===== src/rtl/seq_ctrl_pkg.sv =====
// Shared state encoding and default widths for the pattern scan controller.
package seq_ctrl_pkg;

    typedef enum logic [1:0] {
        ST_IDLE = 2'b00,
        ST_SCAN = 2'b01,
        ST_DONE = 2'b10
    } state_t;

    localparam int DEF_PAT_W = 4;
    localparam int DEF_LEN_W = 8;
    localparam int DEF_CNT_W = 8;

endpackage


===== src/rtl/pattern_matcher.sv =====
// History shift register, fill counter and pattern compare for the scan controller.
// PATTERN_SCAN_OVERLAP_EN keeps history after a hit; otherwise a hit restarts the fill.
module pattern_matcher
    import seq_ctrl_pkg::*;
#(
    parameter int PAT_W = DEF_PAT_W
) (
    input  logic             Clock,
    input  logic             Reset,
    input  logic             clear,
    input  logic             shift,
    input  logic             data_bit,
    input  logic [PAT_W-1:0] pattern,
    output logic             hit
);

    localparam int FILL_W = $clog2(PAT_W + 1);
    localparam logic [FILL_W-1:0] FULL = FILL_W'(PAT_W);

    logic [PAT_W-1:0]  history;
    logic [PAT_W-1:0]  history_next;
    logic [FILL_W-1:0] fill;
    logic [FILL_W-1:0] fill_next;

    // The fill check stops the all-zero reset history from matching a zero pattern.
    always_comb begin
        history_next = {history[PAT_W-2:0], data_bit};
        fill_next    = (fill == FULL) ? FULL : fill + FILL_W'(1);
        hit          = shift && (fill_next == FULL) && (history_next == pattern);
    end

    always_ff @(posedge Clock) begin
        if (Reset || clear) begin
            history <= '0;
            fill    <= '0;
        end else if (shift) begin
`ifdef PATTERN_SCAN_OVERLAP_EN
            history <= history_next;
            fill    <= fill_next;
`else
            if (hit) begin
                history <= '0;
                fill    <= '0;
            end else begin
                history <= history_next;
                fill    <= fill_next;
            end
`endif
        end
    end

endmodule


===== src/rtl/pattern_scan_ctrl.sv =====
// Sequences a programmable serial pattern detector over a window of cfg_len valid bits.
// Optional PATTERN_SCAN_OVERLAP_EN (in pattern_matcher) counts overlapping matches.
module pattern_scan_ctrl
    import seq_ctrl_pkg::*;
#(
    parameter int PAT_W = DEF_PAT_W,
    parameter int LEN_W = DEF_LEN_W,
    parameter int CNT_W = DEF_CNT_W
) (
    input  logic             Clock,
    input  logic             Reset,
    input  logic             start,
    input  logic [PAT_W-1:0] cfg_pattern,
    input  logic [LEN_W-1:0] cfg_len,
    input  logic             w,
    input  logic             w_valid,
    output logic             busy,
    output logic             z,
    output logic             done,
    output logic [CNT_W-1:0] match_count,
    output logic [1:0]       dbg_state
);

    state_t           state;
    logic [PAT_W-1:0] pattern_q;
    logic [LEN_W-1:0] remaining;
    logic             clear;
    logic             shift;
    logic             hit;

    assign dbg_state = state;
    assign clear     = (state == ST_IDLE) && start && (cfg_len != '0);
    assign shift     = (state == ST_SCAN) && w_valid;

    pattern_matcher #(.PAT_W(PAT_W)) u_matcher (
        .Clock    (Clock),
        .Reset    (Reset),
        .clear    (clear),
        .shift    (shift),
        .data_bit (w),
        .pattern  (pattern_q),
        .hit      (hit)
    );

    always_ff @(posedge Clock) begin
        if (Reset) begin
            state       <= ST_IDLE;
            busy        <= 1'b0;
            z           <= 1'b0;
            done        <= 1'b0;
            match_count <= '0;
            remaining   <= '0;
            pattern_q   <= '0;
        end else begin
            z    <= 1'b0;
            done <= 1'b0;
            case (state)
                ST_IDLE: begin
                    if (start) begin
                        match_count <= '0;
                        if (cfg_len != '0) begin
                            pattern_q <= cfg_pattern;
                            remaining <= cfg_len;
                            busy      <= 1'b1;
                            state     <= ST_SCAN;
                        end else begin
                            done  <= 1'b1;
                            state <= ST_DONE;
                        end
                    end
                end
                ST_SCAN: begin
                    if (w_valid) begin
                        remaining <= remaining - LEN_W'(1);
                        if (hit) begin
                            z <= 1'b1;
                            // Saturate rather than wrap so a large count stays meaningful.
                            if (match_count != {CNT_W{1'b1}})
                                match_count <= match_count + CNT_W'(1);
                        end
                        if (remaining == LEN_W'(1)) begin
                            busy  <= 1'b0;
                            done  <= 1'b1;
                            state <= ST_DONE;
                        end
                    end
                end
                ST_DONE: begin
                    state <= ST_IDLE;
                end
                default: begin
                    busy  <= 1'b0;
                    state <= ST_IDLE;
                end
            endcase
        end
    end

endmodule


===== config.mk =====
export PLATFORM = sky130hd
export DESIGN_NAME = pattern_scan_ctrl
export DESIGN_NICKNAME = d
export VERILOG_FILES = /design/src/rtl/seq_ctrl_pkg.sv /design/src/rtl/pattern_matcher.sv /design/src/rtl/pattern_scan_ctrl.sv
export SDC_FILE = /design/constraint.sdc
export NUM_CORES = 1
export LEC_CHECK = 0
export ABC_CLOCK_PERIOD_IN_PS = 6500
export CORE_MARGIN = 2
export CORE_UTILIZATION = 56
export DETAILED_ROUTE_END_ITERATION = 7
export GPL_TIMING_DRIVEN = 0
export PLACE_DENSITY = 0.84
export SYNTH_ARGS = -nofsm -noshare
export SYNTH_HDL_FRONTEND = slang
export SYNTH_HIERARCHICAL = 1
export SYNTH_SLANG_ARGS = --single-unit
export TNS_END_PERCENT = 10

===== constraint.sdc =====
create_clock -name Clock -period 6.5 [get_ports Clock]
set_input_delay 1.3 -clock Clock [delete_from_list [all_inputs] [get_ports Clock]]
set_output_delay 1.3 -clock Clock [all_outputs]
set_load 0.02 [all_outputs]

==> results of run 1 <==
## final cells by class
| class | instances | area [µm²] |
|---|---|---|
| flip-flops and latches | 31 | 621 |
| inverters | 11 | 41.3 |
| multi-input cells | 157 | 1040 |
| plain buffers | 11 | 60.1 |
| clock buffers | 8 | 68.8 |
| repair buffers | 29 | 290 |
| fillers | 254 | 853 |
| well taps | 44 | 55.1 |
## registers in the layout, summed over array words and instances, names as in the netlist
signal             flops
remaining              8
busy                   1
z                      1
match_count            8
dbg_state              2
pattern_q              4
u_matcher/fill         3
u_matcher/history      3
done                   1
## critical path, stage by stage
cell and delay [ns]:
clkdlybuf4s50_1 0.58, nand2_1 0.22, inv_2 0.20, o2111ai_1 0.17
nor3_4 0.28, nand3_1 0.17, a21o_4 0.28, or4_1 0.52
a211oi_2 0.21
## synthesized netlist by cell type (all sizes together) (3+ instances only)
library cell  instances
nand2                22
or4                   3
nor4                  6
a22oi                 3
inv                  11
xnor2                 4
buf                   6
nor3                  3
nand3b                3
o21ai                12
a211oi                4
a21oi                18
nand3                11
nor2                 12
o32ai                 4
ha                    5
o311ai                4
dfxtp                31
nand4                 6
clkbuf                5
nand4b                3
## logic make-up after synthesis
kind of cell,count (synthesis)
AOI/OAI and AO/OA,64
xor gates and xnor gates,4
adders and majority gates,5
buffers and inverters,22
DFF,31
muxes,2
and+or+nand+nor,82
## metal layers
metal	track usage	vias up	share of wire
met5	0	-	0
met4	0.0921	0	0.016
met3	0.0628	8	0.066
met2	0.432	75	0.48
met1	0.338	825	0.44
li1	-	873	-
## metrics by stage
| step | total power, W | util | hold slack [ns] | area [µm²] |
|---|---|---|---|---|
| 6_report | 0.000436 | 0.718 | 0.474 | 2170 |
| 5_1_grt | 0.000457 | 0.718 | 0.491 | 2170 |
| 4_1_cts | 0.000436 | 0.718 | 0.479 | 2170 |
| 3_5_place_dp | 0.000307 | 0.695 | 0.466 | 2110 |
| 3_3_place_gp | 0.000306 | 0.695 | 0.459 | 2110 |
| 2_1_floorplan | 0.000275 | - | 0.449 | 1760 |
## report_power, final
part	total [W]	internal, W	switching (W)
logic	0.0000952	0.0000424	0.0000529
clock network	0.000132	0.0000636	0.0000684
registers	0.000209	0.000199	0.00000980
total	0.000436	0.000305	0.000131
## path summary, 6_finish.rpt
path / from / endpoint / slack [ns] / cells after the start
max: w_valid / match_count[3] / 2.83 / 9
min: pattern_q[0] / pattern_q[0] / 0.47 / 2
max reg2reg: dbg_state[0] / match_count[3] / 3.53 / 10
min reg2reg: pattern_q[0] / pattern_q[0] / 0.47 / 2
==> metrics.txt, run 1 <==
Yosys warnings=6; detailed-route DRC error count=0; Total GRT Usage=0.264; vias in the first global route=about 1,600; clk sinks=31; fraction of registers with async set/reset=0; Port Buffer Count=29; Ports=30; CTS tree=yes; cts bufs inserted=5; WL/cell=15.0 µm; Net Count, Synth=232; first-pass GRT wire length=a little over 7000 µm; Setup TNS Final=0 ns; mux contribution to synthesized area=0.0121; initial antenna violation count=0; largest area contributor in the netlist=dfxtp_1; GP Congestion=around 0.88; CP Launch Type=primary input; max-slew violations=0; CP Max Fanout=10; simple-gate share of the synthesized area=0.267; row cnt=20; Critical Path End Type=flop; die height=between 60 and 70 µm; largest family of logic cells by synthesized area=simple AND/OR/NAND/NOR gates; die area=between 0.003 and 0.004 mm²; First-pass DRT Iterations=4; vias per cell=6.12; Peak VDD IR=roughly 0.12 mV; RSZ-0062 raised after global routing=false; Final ANT Viol Nets=0; top cells by area, synth=dfxtp_1, a21oi_1, nand2_1, ha_1, nand3_1; Crit Path Category=primary input to flop; PwrDens=roughly 200 mW/mm²; number of enable flip-flop cells after synthesis=0; clock latency on the worst-skew pair=0.34 ns; status=complete, no violations; Layout Nets=268; FMAX=0.272 GHz; min Tclk post-route=3.67 ns; compound-cell area share of the yosys netlist=0.256; sequential element share of the synthesized area=0.353; WP data arrival=3.94 ns; Most used DFF post-synth=dfxtp_1; commonest non-fill, non-tap cell in the layout=dfxtp_1; Leak=0.768 nW; fin crit share=0.565; Final Setup Violations=0; Reg clk slew, reported paths=about 0.090 ns; DR iter-0 viols=~150; hold-fix buffer count after cts=0; share of the synthesized area in the top cell type=0.353; commonest cells after routing, fill and taps aside=dfxtp_1, clkdlybuf4s50_1, nand2_1; Initial Util=0.581; # H-tree levels=2; HP Class=flop to flop; Slew headroom=0.616; n_diodes=0; required time worst endpoint=6.76 ns; Adder-Cell Fraction of Synth Area=0.0355; setup ws final=about 2.8 ns; final cell count without fillers=~290; largest net degree at the start of global routing=11; clk root buf=clkbuf_4; Via Count=1,781; clock tree buffer depth=2; final wirelength=around 4400 µm; Post-Syn Area=0.00176 mm²; distinct cell type count after synthesis=56; layout cell share with drive strength beyond 1=0.101; Detail Placement HPWL=3200 µm; Core Region=0.00303 mm²; Area Growth Syn to Fin=23.5%; Die W=approximately 60 µm; post-cts sizing count=0; Post-Synth XOR/XNOR Area=0.0199; count of final hold-check violations=0; Clock Skew=approximately 0.013 ns; Least-Margin Pin Slew=0.570 ns; syn_area_per_cell=8.38 µm²; post-placement cell count=roughly 280; Yosys reg bits=31; Syn Inst Count=210; Post-CTS Setup Bufs=0; worst slack, placed=2.50 ns; max_cap viols=0; total grt overflow=0
(Power assumes the default switching activity.)
==> run 2, diff against run 1 <==
ABC_CLOCK_PERIOD_IN_PS = 2940   (was 6500)
CORE_UTILIZATION = 47   (was 56)
PLACE_DENSITY = 0.75   (was 0.84)
clock period = 2.94 ns   (was 6.5 ns; I/O delays follow)
==> metrics.txt, run 2 (synthesized netlist as in run 1, its figures left out) <==
GP Congestion=0.892 (+1.5%); Die W=65.2 µm (+8.5%); clock tree buffer depth=2 (unchanged); # H-tree levels=2 (unchanged); fin crit share=0.935; Ports=30 (unchanged); Area Growth Syn to Fin=25.7%; commonest non-fill, non-tap cell in the layout=dfxtp_1; Multi-input gate area=0.00104 mm² (+0.48%); DR iter-0 viols=118 (-22%); Hold Path Sink=pattern_q[3]; row cnt=22 (+10%); Worst Reg-to-Reg Cells=10 (unchanged); WHS Path Cells=2 (unchanged); clk sinks=31 (unchanged); status=complete, no violations; Final Setup Violations=0 (unchanged); first-pass GRT wire length=7590 µm (+6.9%); worst reg2reg startpoint=dbg_state[0]; Crit Path Category=flop to flop; Least-Margin Pin Slew=0.604 ns (+0.0338 ns); Port Buffer Count=29 (unchanged); initial antenna violation count=0 (unchanged); Fillers=375 (+48%); Final ANT Viol Nets=0 (unchanged); largest net degree at the start of global routing=11 (unchanged); post-placement cell count=287 (+1.4%); CTS tree=yes; Initial Util=0.485 (-0.0969); n_diodes=0 (unchanged); FMAX=about 0.36 GHz; die area=0.00425 mm² (+18%); Peak VDD IR=0.210 mV (+75%); CP Max Fanout=10 (unchanged); hold path startpoint=pattern_q[3]; First-pass DRT Iterations=4 (unchanged); commonest cells after routing, fill and taps aside=dfxtp_1, clkdlybuf4s50_1, nand2_1; max_cap viols=0 (unchanged); register area=621 µm² (unchanged); die height=65.2 µm (+8.5%); Via Count=1,773 (-0.45%); cts bufs inserted=5 (unchanged); Reg clk slew, reported paths=0.06 ns (-0.03 ns); Critical Path End Type=flop; count of final hold-check violations=0 (unchanged); Final Core Density=0.609 (-0.109); total grt overflow=0 (unchanged); Layout Nets=269 (+0.37%); Power, Total=0.00101 W (+130%); HP Class=flop to flop; Slew headroom=0.593 (-0.0228); Clock Skew=0.00408 ns (-0.00935 ns); required time worst endpoint=3.14 ns (-3.62 ns); setup slack, reg-to-reg=0.19 ns (-3.34 ns); RSZ-0062 raised after global routing=false; Detail Placement HPWL=3230 µm (+1.0%); Total GRT Usage=0.230 (-0.0336); PwrDens=457 mW/mm² (+130%); Setup TNS Final=0 ns (unchanged); Core Region=0.00363 mm² (+20%); WL/cell=15.5 µm (+3.7%); CP Launch Type=flop; WP data arrival=2.95 ns (-0.99 ns); clock latency on the worst-skew pair=0.28 ns (-0.06 ns); vias in the first global route=1,618 (+2.9%); final wirelength=4580 µm (+5.1%); final cell count without fillers=295 (+1.4%); detailed-route DRC error count=0 (unchanged); Leak=0.794 nW (+3.3%); vias per cell=6.01 (-1.8%); layout cell share with drive strength beyond 1=0.113 (+0.0121); hold-fix buffer count after cts=0 (unchanged); RR Endpoint=match_count[3]; max-slew violations=0 (unchanged); Largest regs=match_count (8), remaining (8), pattern_q (4); clk root buf=clkbuf_8; min Tclk post-route=2.75 ns
[run 2: changes by cell type in the layout (fill, tap and decap cells not counted), sizes merged]
cell / change
clkinv: +1
dlymetal6s2s: +1
clkbuf: -2
clkdlybuf4s50: -1
buf: +1
[run 2: critical path: stages, from the launching register on]
cell       delay, ns
dfxtp_1         0.36
buf_6           0.15
nor2b_2         0.25
nand2_2         0.16
inv_2           0.17
o2111ai_1       0.18
nor3_4          0.24
nand3_1         0.14
a21o_4          0.28
or4_1           0.52
a211oi_2        0.22
[run 2: layout make-up]
type                    instances  area share
multi-input cells             157       0.471
flip-flops and latches         31       0.280
repair buffers                 30       0.136
clock buffers                   6      0.0373
plain buffers                  11      0.0271
well taps                      48      0.0271
inverters                      11      0.0187
clock inverters                 1     0.00226
[run 2: metal layers]
layer | vias to the layer above | track usage | share of wire
li1 | 868 | - | -
met1 | 825 | 0.303 | 0.44
met2 | 71 | 0.370 | 0.48
met3 | 9 | 0.0548 | 0.069
met4 | 0 | 0.0781 | 0.016
met5 | - | 0 | 0
[run 2: repair_timing]
item                       4_1_cts  5_1_grt
pin swaps                        1        0
gates resized for setup          0        3
buffers inserted                 1        0
setup endpoints to repair        1        3
[run 2: report_power, final]
group          internal [W]  switching, W
Combinational     0.0000944      0.000118
Clock              0.000183      0.000154
Sequential         0.000441     0.0000221
[run 2: worst max-delay path by stage]
stage	slack, ns	startpoint	endpoint
final	0.19	dbg_state[0]	match_count[3]
after floorplan	0.27	dbg_state[0]	match_count[3]
after detailed placement	-0.35	w_valid	match_count[3]
after global routing	0.004	dbg_state[0]	match_count[3]
after global placement	-0.37	w_valid	match_count[3]
after CTS	0.03	w_valid	match_count[3]
[run 2: through the flow]
step,area (µm²),hold slack (ns),setup WS (ns)
2_1_floorplan,1760,0.449,0.267
3_3_place_gp,2110,0.458,-0.371
3_5_place_dp,2110,0.469,-0.353
4_1_cts,2210,0.478,0.0350
5_1_grt,2210,0.499,0.00391
6_report,2210,0.474,0.191
